[src/rtl/step_sequencer.sv]
// step_sequencer: multi-cycle time_step generator for the CPU control path,
// plus HALT push-button synchronizer/debouncer and debug counters.
//
// Parameters:
//   MAX_STEP  highest legal time_step (<= 15)
//   DEBOUNCE  consecutive stable synchronized cycles to change halt_button (>= 1)
//   CNT_W     width of instr_count
// Ports:
//   clk              single clock, rising edge
//   reset_all_n      asynchronous active-low reset
//   run              1 = advance time_step, 0 = hold (HALT wait)
//   step_reset       end-of-instruction restart request
//   halt_button_raw  asynchronous push-button, active high
//   time_step        current step
//   halt_button      synchronized, debounced button level
//   resume_pulse     one-cycle pulse after each 0->1 of halt_button
//   instr_count      number of step_reset events since reset (wraps)
//   step_timeout     sticky: time_step reached MAX_STEP with run still high
module step_sequencer #(
  parameter int unsigned MAX_STEP = 15,
  parameter int unsigned DEBOUNCE = 4,
  parameter int unsigned CNT_W    = 16
) (
  input  logic             clk,
  input  logic             reset_all_n,
  input  logic             run,
  input  logic             step_reset,
  input  logic             halt_button_raw,
  output logic [3:0]       time_step,
  output logic             halt_button,
  output logic             resume_pulse,
  output logic [CNT_W-1:0] instr_count,
  output logic             step_timeout
);

  // Debounce counter only ever needs to reach DEBOUNCE-1.
  localparam int unsigned DbW = (DEBOUNCE > 1) ? $clog2(DEBOUNCE) : 1;
  localparam logic [DbW-1:0] DbLast = DbW'(DEBOUNCE - 1);
  localparam logic [3:0] MaxStep = 4'(MAX_STEP);

  logic [3:0]       r_step;
  logic [CNT_W-1:0] r_cnt;
  logic             r_timeout;
  logic             r_sync1;
  logic             r_sync2;
  logic [DbW-1:0]   r_db_cnt;
  logic             r_halt;
  logic             r_pulse;

  logic [3:0]       w_step_nxt;
  logic [CNT_W-1:0] w_cnt_nxt;
  logic             w_timeout_nxt;
  logic [DbW-1:0]   w_db_nxt;
  logic             w_halt_nxt;
  logic             w_rise;

  // Step counter: restart beats hold, hold beats advance.
  always_comb begin
    w_step_nxt    = r_step;
    w_cnt_nxt     = r_cnt;
    w_timeout_nxt = r_timeout;
    if (step_reset) begin
      w_step_nxt = 4'd0;
      w_cnt_nxt  = r_cnt + CNT_W'(1);
    end else if (run) begin
      if (r_step < MaxStep) begin
        w_step_nxt = r_step + 4'd1;
      end else begin
        w_timeout_nxt = 1'b1;
      end
    end
  end

  // Debounce: count edges of disagreement; any agreement clears the count.
  always_comb begin
    w_db_nxt   = '0;
    w_halt_nxt = r_halt;
    if (r_sync2 != r_halt) begin
      if (r_db_cnt == DbLast) begin
        w_halt_nxt = r_sync2;
      end else begin
        w_db_nxt = r_db_cnt + DbW'(1);
      end
    end
  end

  assign w_rise = w_halt_nxt & ~r_halt;

  always_ff @(posedge clk or negedge reset_all_n) begin
    if (!reset_all_n) begin
      r_step    <= 4'd0;
      r_cnt     <= '0;
      r_timeout <= 1'b0;
      r_sync1   <= 1'b0;
      r_sync2   <= 1'b0;
      r_db_cnt  <= '0;
      r_halt    <= 1'b0;
      r_pulse   <= 1'b0;
    end else begin
      r_step    <= w_step_nxt;
      r_cnt     <= w_cnt_nxt;
      r_timeout <= w_timeout_nxt;
      r_sync1   <= halt_button_raw;
      r_sync2   <= r_sync1;
      r_db_cnt  <= w_db_nxt;
      r_halt    <= w_halt_nxt;
      // Registered alongside halt_button so the pulse lines up with the new level.
      r_pulse   <= w_rise;
    end
  end

  assign time_step    = r_step;
  assign instr_count  = r_cnt;
  assign step_timeout = r_timeout;
  assign halt_button  = r_halt;
  assign resume_pulse = r_pulse;

endmodule

[config.mk]
export PLATFORM = sky130hd
export DESIGN_NAME = step_sequencer
export DESIGN_NICKNAME = d
export VERILOG_FILES = /design/src/rtl/step_sequencer.sv
export SDC_FILE = /design/constraint.sdc
export NUM_CORES = 1
export LEC_CHECK = 0
export CAP_MARGIN = 20
export CORE_UTILIZATION = 35
export CTS_CLUSTER_SIZE = 8
export DETAILED_ROUTE_END_ITERATION = 7
export PLACE_DENSITY = 0.63
export SYNTH_ARGS = -nofsm -noshare
export SYNTH_HDL_FRONTEND = slang
export SYNTH_SLANG_ARGS = --single-unit
[constraint.sdc]
create_clock -name clk -period 3.17 [get_ports clk]
set_clock_uncertainty 0.15 [all_clocks]
set_input_delay 0.317 -clock clk [delete_from_list [all_inputs] [get_ports clk]]
set_output_delay 0.317 -clock clk [all_outputs]
set_load 0.02 [all_outputs]
==> metrics.md, run 1 <==
| Metric | Value |
|---|---|
| Outcome | finished, final reports clean |
| H-tree Lvls | 1 |
| Post-CTS Setup Inserts | 0 |
| Count of cell types in the netlist | 25 |
| Rows | 21 |
| Post-Syn Area per Cell | 12.9 um^2 |
| Die Wd | 61.5 um |
| Area of placed instances | 1560 um^2 |
| Final #Nets | 136 |
| WS Path Type | reg2out |
| Setup TNS | 0 ps |
| Detail Route Antenna Nets | 0 |
| Net count after synthesis | 104 |
| Data required time of the worst path | 2700 ps |
| Crit-path cells | clkdlybuf4s50_1 |
| Drt pass-1 iters | 4 |
| Final setup vio count | 0 |
| Core ar. | 3360 um^2 |
| Element type at the critical path end | output pin |
| Synth top area cells | dfrtp_1 (54%), xor2_1 (7.1%), xnor2_1 (4.2%), nand4_4 (3.4%), nor4_4 (3.4%) |
| Clk Latency, worst-skew pair | 330 ps |
| Initial Utilization | 36.9% |
| Post-synth ARST share | 100% |
| DRC viols | 0 |
| CTS tree | built |
| Vias in the first global route | 792 |
| R2r startpoint | time_step[0]$_DFFE_PN0P_ |
| Cell area after layout | 1590 um^2 |
| Root Buffer | clkbuf_4 |
| Vias | 850 |
| Synth top area share | 54.5% |
| Max clock buf depth | 2 |
| Buf/Inv on CP | 1 |
| CTS resizes | 0 |
| Clk sinks | 27 |
| RSZ-0062 raised after global routing | false |
| Pin count of the biggest net entering global routing | 28 |
| RePlAce Congestion | 0.735 |
| Slew headroom | 63.6% |
| Iter 0 DRT Violations | 30 |
| Final Hold Viols | 0 |
| Final worst-path cycle share | 63.0% |
| Most common flop cell mapped by yosys | dfrtp_1 |
| Critical path launch point | instr_count[2]$_DFFE_PN0P_ |
| Die Y | 61.5 um |
| First-pass GRT wire length | 3.68 mm |
| Leak Pwr | 0.720 nW |
| Slowest CP cell | clkdlybuf4s50_1 |
| CTS Buf Count | 3 |
| Post-DR vias/cell | 4.91 |
| Slew Limit Fails | 0 |
| Drt wl/cell | 12.8 um |
| Pwr/cell area | 633 nW/um^2 |
| WL final | 2.21 mm |
| Antenna violations before repair | 0 |
| Post-route insts no fill | 173 |
| Num ports | 28 |
| Clock transition at path regs | 150 ps |
| Tot GR Track Use | 13.6% |
| Max_cap viols | 0 |
| Critical-path maximum fanout | 5 |
| CP arrival | 1530 ps |
| Most common cell in the netlist | dfrtp_1 |
| Final-layout fill cell count | 333 |
| Layout cells sized above 1 | 12.6% |
| Actual slew at the worst max-slew pin | 545 ps |
| Warnings, synthesis | 0 |
| DPL Wire Length | 1.55 mm |
| Synth Cell Area | 1240 um^2 |
| Post-synth EDFFs | 0 |
| Synth area leader | dfrtp_1 |
| Worst Hold Class | in2async |
| Hold_buf cts | 0 |
| GRT overflow | 0 |
| # diodes | 0 |
| FMAX | 501 MHz |
| Buffers added on ports | 27 |
| Final worst path period need | 2000 ps |
| Post-synth top cells | dfrtp_1 (27), xor2_1 (10), inv_1 (6), xnor2_1 (6) |
| Peak VDD IR | 569 uV |
| Mapped Cells | 96 |
| Die ar. | 3780 um^2 |
| Finished Core Util | 47.4% |
| Startpoint Class | register |
| Area Growth Syn to Fin | 28.6% |
| Placed cells | 169 |
| Critical Path Max Stage Delay | 670 ps |
| Seq/Total Area, Yosys | 54.5% |
| Post-synthesis register bit count | 27 |
| Worst path top cell family by delay | buffers and inverters |
## metrics by stage
| stage | total power, mW | hold slack, ps | setup slack (ps) |
|---|---|---|---|
| floorplan | 0.703 | -129 | 1580 |
| global placement | 0.851 | 186 | 1150 |
| detailed placement | 0.865 | 187 | 1070 |
| CTS | 1.02 | 188 | 1160 |
| global route | 1.08 | 196 | 1100 |
| finish | 1.01 | 184 | 1170 |
## power breakdown
group | internal [mW] | total [mW] | switching, mW | leakage [nW]
combinational | 0.167 | 0.336 | 0.169 | 0.361
sequential | 0.411 | 0.518 | 0.107 | 0.345
clock | 0.0483 | 0.156 | 0.108 | 0.0139
## registers in the layout (all words and copies together) (netlist names)
name / count
halt_button: 1
instr_count: 16
r_db_cnt: 2
r_sync1: 1
r_sync2: 1
resume_pulse: 1
step_timeout: 1
time_step: 4
## cell type report
class | instances | area, um^2 | share of cell area (%)
timing repair buffer | 28 | 278 | 17.4
multi-input combinational | 62 | 531 | 33.3
sequential | 27 | 676 | 42.4
clock inverter | 1 | 7.51 | 0.471
tap | 46 | 57.6 | 3.61
clock buffer | 3 | 22.5 | 1.41
inverter | 6 | 22.5 | 1.41
## worst paths after layout
kind | slack (ps) | cells past startpoint | endpoint
max | 1170 | 1 | instr_count[2]
min | 180 | 2 | halt_button$_DFF_PN0_
max reg2reg | 1530 | 4 | time_step[3]$_DFFE_PN0P_
min reg2reg | 220 | 0 | r_sync2$_DFF_PN0_
max in group asynchronous | 2420 | 2 | instr_count[9]$_DFFE_PN0P_
min in group clk | 220 | 0 | r_sync2$_DFF_PN0_
## placed cells by master (no fill, tap or decap), drive strengths merged, types with 3 or more instances in the layout
cell and instances:
xnor2 6, ha 3, o21ai 3, nand4 5, clkdlybuf4s50 27, xor2 10
nor4 5, nand3 5, inv 6, nor2 3, dfrtp 27, clkbuf 3
nor3 5, nand2 5
## routing by layer
| layer | global-route usage, % | part of all wire [%] | vias to the layer above |
|---|---|---|---|
| met5 | 0 | 0 | - |
| met4 | 4.76 | 1.0 | 0 |
| met3 | 4.83 | 4.6 | 2 |
| met2 | 20.0 | 45 | 28 |
| met1 | 18.7 | 49 | 416 |
| li1 | - | - | 404 |
## kinds of logic (layout without fill, tap and decap cells)
group / Yosys count / count (layout) / synth area share [%]
flip-flops: 27 / 27 / 54.5
AND/OR/NAND/NOR: 32 / 32 / 22.0
buffers and inverters: 7 / 38 / 2.72
AO/OA/AOI/OAI: 10 / 10 / 5.55
adder cells (fa/ha/maj): 3 / 3 / 3.03
multiplexers: 1 / 1 / 0.908
XOR/XNOR: 16 / 16 / 11.3
Note: power is estimated with default switching activity, not from simulation.
==> run 2, diff against run 1 <==
==> constraint.sdc (replaced) <==
create_clock -name clk -period 2 [get_ports clk]
set_clock_uncertainty 0.15 [all_clocks]
set_input_delay 0.2 -clock clk [delete_from_list [all_inputs] [get_ports clk]]
set_output_delay 0.2 -clock clk [all_outputs]
set_load 0.02 [all_outputs]
==> metrics.md, run 2 (synthesized netlist as in run 1, its figures left out) <==
| Metric | Value |
|---|---|
| Startpoint Class | register |
| RSZ-0062 raised after global routing | false |
| Slew headroom | 77.5% (+14 points) |
| Data required time of the worst path | 1650 ps (-1050 ps) |
| Final worst path period need | 1860 ps |
| Final worst-path cycle share | 93.0% |
| Placed cells | 170 (+0.59%) |
| Post-DR vias/cell | 4.90 (-0.34%) |
| Actual slew at the worst max-slew pin | 333 ps (-212 ps) |
| Num ports | 28 (unchanged) |
| Peak VDD IR | 536 uV (-5.7%) |
| Final setup vio count | 0 (unchanged) |
| Post-CTS Setup Inserts | 0 (unchanged) |
| CTS tree | built |
| Stages on the worst setup path | 1 (unchanged) |
| Setup TNS | 0 ps (unchanged) |
| Critical Path Max Stage Delay | 670 ps (about the same) |
| Critical path launch point | instr_count[2]$_DFFE_PN0P_ |
| R2r startpoint | time_step[0]$_DFFE_PN0P_ |
| Slew Limit Fails | 0 (unchanged) |
| Vias | 852 (+0.24%) |
| RePlAce Congestion | 0.695 (-5.5%) |
| Slowest CP cell | clkdlybuf4s50_1 |
| Buf/Inv on CP | 1 (unchanged) |
| Buffers added on ports | 27 (unchanged) |
| Element type at the critical path end | output pin |
| Initial Utilization | 36.9% (unchanged) |
| Rows | 21 (unchanged) |
| Iter 0 DRT Violations | 20 (-33%) |
| Max_cap viols | 0 (unchanged) |
| Worst Hold Class | in2async |
| Final #Nets | 137 (+0.74%) |
| Root Buffer | clkbuf_4 |
| Largest register FFs | 16 (unchanged) |
| Crit-path cells | clkdlybuf4s50_1 |
| DRC viols | 0 (unchanged) |
| R2R Path End | time_step[3]$_DFFE_PN0P_ |
| Pwr/cell area | 990 nW/um^2 (+56%) |
| CTS resizes | 0 (unchanged) |
| Die ar. | 3780 um^2 (unchanged) |
| Die Y | 61.5 um (unchanged) |
| Leak Pwr | 0.726 nW (+0.81%) |
| Drt pass-1 iters | 5 (+1) |
| # diodes | 0 (unchanged) |
| H-tree Lvls | 1 (unchanged) |
| Pin count of the biggest net entering global routing | 28 (unchanged) |
| DPL Wire Length | 1.58 mm (+1.8%) |
| Hold_buf cts | 0 (unchanged) |
| CTS Buf Count | 3 (unchanged) |
| Critical-path maximum fanout | 5 (unchanged) |
| WL final | 2.16 mm (-2.4%) |
| GRT overflow | 0 (unchanged) |
| Drt wl/cell | 12.4 um (-3.0%) |
| Clock transition at path regs | 140 ps (about the same) |
| Crit path to | instr_count[2] |
| Commonest cells after routing, fill and taps aside | dfrtp_1 (27), clkdlybuf4s50_1 (27), xor2_1 (10), xnor2_1 (6), inv_1 (6) |
| Vias in the first global route | 815 (+2.9%) |
| FMAX | 538 MHz |
| Post-route insts no fill | 174 (+0.58%) |
| Die Wd | 61.5 um (unchanged) |
| Clk sinks | 27 (unchanged) |
| Detail Route Antenna Nets | 0 (unchanged) |
| Max clock buf depth | 2 (unchanged) |
| Worst Reg-to-Reg Cells | 4 (unchanged) |
| Final Hold Viols | 0 (unchanged) |
| Worst path top cell family by delay | buffers and inverters |
| Core ar. | 3360 um^2 (unchanged) |
| First-pass GRT wire length | 3.57 mm (-3.2%) |
| WS Path Type | reg2out |
| Finished Core Util | 47.5% (+0.11 points) |
| Antenna violations before repair | 0 (unchanged) |
| Tot GR Track Use | 12.9% (-0.68 points) |
| CP arrival | 1510 ps (-20 ps) |
| Slack of the worst reg-to-reg path | 390 ps (-1140 ps) |
| Clk Latency, worst-skew pair | 310 ps (-20 ps) |
| Area Growth Syn to Fin | 28.9% |
| Outcome | finished, final reports clean |
| Layout cells sized above 1 | 12.5% (-0.098 points) |
## run 2: changes by cell type in the layout (fill, tap and decap cells not counted)
cell / delta
buf_4: +1
clkbuf_1: +1
clkinvlp_4: -1
## run 2: stage by stage
stage	setup WS, ps	area, um^2	hold WS (ps)	power (mW)
2_1_floorplan	411	1240	-246	1.11
3_3_place_gp	302	1570	187	1.35
3_5_place_dp	221	1570	191	1.37
4_1_cts	116	1600	101	1.60
5_1_grt	69.8	1600	101	1.69
6_report	141	1600	96.1	1.58
## run 2: metal layers
layer  routed length (um)  up-vias  GRT usage, %  share of wire [%]
met1                 1070      420          17.3                 50
met3                   67        2          2.10                3.1
met5                    0        -             0                  0
met2                  991       22          20.1                 46
li1                     -      408             -                  -
met4                   25        0          6.98                1.2
## run 2: how the worst min path moves through the flow
stage,cells after the start,endpoint,slack (ps)
after CTS,2,instr_count[15]$_DFFE_PN0P_,100
after global placement,0,r_sync2$_DFF_PN0_,190
final,2,resume_pulse$_DFF_PN0_,100
after floorplan,0,halt_button$_DFF_PN0_,-250
after global routing,2,instr_count[14]$_DFFE_PN0P_,100
after detailed placement,0,r_sync2$_DFF_PN0_,190
## run 2: layout make-up
cell class / count / area (um^2)
fill: 344 / 1770
sequential: 27 / 676
multi-input combinational: 62 / 531
timing repair buffer: 29 / 285
tap: 46 / 57.6
clock buffer: 4 / 26.3
inverter: 6 / 22.5
## run 2: power by group
group / switching [mW] / total (mW) / internal (mW)
Sequential: 0.170 / 0.820 / 0.651
Combinational: 0.267 / 0.532 / 0.265
Clock: 0.151 / 0.229 / 0.0779
==> run 3, diff against run 2 <==
--- a/config.mk
+++ b/config.mk
@@ -6,10 +6,12 @@
 export NUM_CORES = 1
 export LEC_CHECK = 0
 export CAP_MARGIN = 20
+export CORE_MARGIN = 3
 export CORE_UTILIZATION = 35
+export CTS_CLUSTER_DIAMETER = 80
 export CTS_CLUSTER_SIZE = 8
 export DETAILED_ROUTE_END_ITERATION = 7
-export PLACE_DENSITY = 0.63
+export PLACE_DENSITY_LB_ADDON = 0.15
 export SYNTH_ARGS = -nofsm -noshare
 export SYNTH_HDL_FRONTEND = slang
 export SYNTH_SLANG_ARGS = --single-unit
==> metrics.md, run 3 (synthesized netlist as in run 1, its figures left out) <==
| Metric | Value |
|---|---|
| Final Power | 1.59 mW (+0.77%) |
| Antenna violations before repair | 0 (unchanged) |
| Final-layout fill cell count | 317 (-7.8%) |
| Final setup margin | 127 ps (-13.5 ps) |
| Crit-path cells | clkdlybuf4s50_1 |
| Hold_buf cts | 0 (unchanged) |
| RePlAce Congestion | 0.779 (+12%) |
| Net switching power | 0.601 mW (+2.3%) |
| DPL Wire Length | 1.61 mm (+2.1%) |
| Switch share | 37.7% (+0.58 points) |
| Slowest CP cell | clkdlybuf4s50_1 |
| # diodes | 0 (unchanged) |
| Cell area after layout | 1600 um^2 (about the same) |
| Max clock buf depth | 2 (unchanged) |
| Metal-1 WL | 1.12 mm (+4.5%) |
| Post-Place Worst Slack | 241 ps (+20.5 ps) |
| Pwr/cell area | 998 nW/um^2 (+0.85%) |
| Outcome | finished, final reports clean |
| Largest register FFs | 16 (unchanged) |
| Max_cap viols | 0 (unchanged) |
| Buffers added on ports | 27 (unchanged) |
| Die Y | 65.5 um (+6.5%) |
| WL final | 2.20 mm (+2.0%) |
| Final worst-path cycle share | 93.6% (+0.68 points) |
| Clock transition at path regs | 150 ps (about the same) |
| WL met3 | 77 um (+15%) |
| Setup TNS | 0 ps (unchanged) |
| Post-CTS Setup Inserts | 0 (unchanged) |
| Final Hold Viols | 0 (unchanged) |
| Post-DR vias/cell | 4.84 (-1.1%) |
| Pin count of the biggest net entering global routing | 28 (unchanged) |
| Leak Pwr | 0.729 nW (+0.38%) |
| Vias in the first global route | 867 (+6.4%) |
| CTS Buf Count | 3 (unchanged) |
| Met2 wire length | 986 um (-0.50%) |
| First-pass GRT wire length | 3.79 mm (+6.2%) |
| Max Used Layer | met4 |
| FMAX | 534 MHz (-0.72%) |
| Element type at the critical path end | output pin |
| Area Growth Syn to Fin | 28.8% (about the same) |
| Worst Hold Class | in2async |
| Drt wl/cell | 12.8 um (+3.2%) |
| Hold_ws | 75.3 ps (-20.8 ps) |
| Actual slew at the worst max-slew pin | 339 ps (+6.61 ps) |
| Root Buffer | clkbuf_4 |
| Die Wd | 65.5 um (+6.5%) |
| Rows | 20 (-4.8%) |
| Worst path top cell family by delay | buffers and inverters |
| Vias | 833 (-2.2%) |
| CTS resizes | 0 (unchanged) |
| Buf/Inv on CP | 1 (unchanged) |
| Placed cells | 168 (-1.2%) |
| Drt pass-1 iters | 3 (-2) |
| Tot GR Track Use | 11.2% (-1.8 points) |
| Final #Nets | 137 (unchanged) |
| Startpoint Class | register |
| Critical Path Max Stage Delay | 670 ps (about the same) |
| Data required time of the worst path | 1650 ps (about the same) |
| Clock power share | 14.9% (+0.4 points) |
| CP arrival | 1520 ps (about the same) |
| WS Path Type | reg2out |
| Clk Latency, worst-skew pair | 320 ps (about the same) |
| Final setup vio count | 0 (unchanged) |
| Post-route insts no fill | 172 (-1.1%) |
| Int Pwr | 0.992 mW (-0.15%) |
| Peak VDD IR | 611 uV (+14%) |
| GRT overflow | 0 (unchanged) |
| Critical-path maximum fanout | 5 (unchanged) |
| Area of placed instances | 1570 um^2 (-0.16%) |
| DRC viols | 0 (unchanged) |
| RSZ-0062 raised after global routing | false |
| Clk sinks | 27 (unchanged) |
| CTS tree | built |
| Final worst path period need | 1870 ps (+13.5 ps) |
| Core ar. | 3200 um^2 (-4.8%) |
| Num ports | 28 (unchanged) |
| Slew headroom | 77.4% (-0.16 points) |
| Commonest cells after routing, fill and taps aside | dfrtp_1 (27), clkdlybuf4s50_1 (27), xor2_1 (10), xnor2_1 (6), inv_1 (6) |
| Iter 0 DRT Violations | 21 (+5.0%) |
| Die ar. | 4290 um^2 (+13%) |
| Layout cells sized above 1 | 13.3% (+0.78 points) |
| Initial Utilization | 38.7% (+1.8 points) |
| Finished Core Util | 49.8% (+2.3 points) |
| Detail Route Antenna Nets | 0 (unchanged) |
| Comb pwr share | 33.6% (about the same) |
| Sequential share of power | 51.5% (-0.4 points) |
| H-tree Lvls | 1 (unchanged) |
| Slew Limit Fails | 0 (unchanged) |
==> run 3: cell count changes in the layout (fill, tap and decap cells not counted) <==
cell | before | now
clkbuf_1 | 1 | 0
clkinv_2 | 0 | 1
==> run 3: cell type report <==
cell class	count	area, um^2	share of cell area [%]
clock buffer	3	22.5	1.41
clock inverter	1	5.00	0.313
inverter	6	22.5	1.41
multi-input combinational	62	531	33.2
sequential	27	676	42.3
tap	44	55.1	3.45
timing repair buffer	29	285	17.9
==> run 3: routing by layer <==
metal	vias to the layer above	track usage [%]
li1	407	-
met4	0	4.40
met1	406	15.4
met3	2	2.22
met5	-	0
met2	18	17.2
==> run 3: final timing paths <==
| check | startpoint | depth (start not counted) | end | slack (ps) |
|---|---|---|---|---|
| max in group asynchronous | reset_all_n | 2 | time_step[0]$_DFFE_PN0P_ | 1380 |
| min in group clk | halt_button_raw | 1 | r_sync1$_DFF_PN0_ | 150 |
| worst max-delay path | instr_count[2]$_DFFE_PN0P_ | 1 | instr_count[2] | 130 |
| worst min-delay path | reset_all_n | 2 | instr_count[14]$_DFFE_PN0P_ | 80 |
| worst min register to register | r_sync1$_DFF_PN0_ | 0 | r_sync2$_DFF_PN0_ | 220 |
| worst max register to register | time_step[0]$_DFFE_PN0P_ | 4 | time_step[3]$_DFFE_PN0P_ | 350 |
==> run 3: power by group through the flow <==
stage                     Sequential, mW  Clock [mW]  Combinational, mW
final                              0.821       0.237              0.535
after global routing               0.843       0.271              0.582
after CTS                          0.822       0.248              0.544
after detailed placement           0.832           0              0.539
after global placement             0.828           0              0.531
after floorplan                    0.914           0              0.201
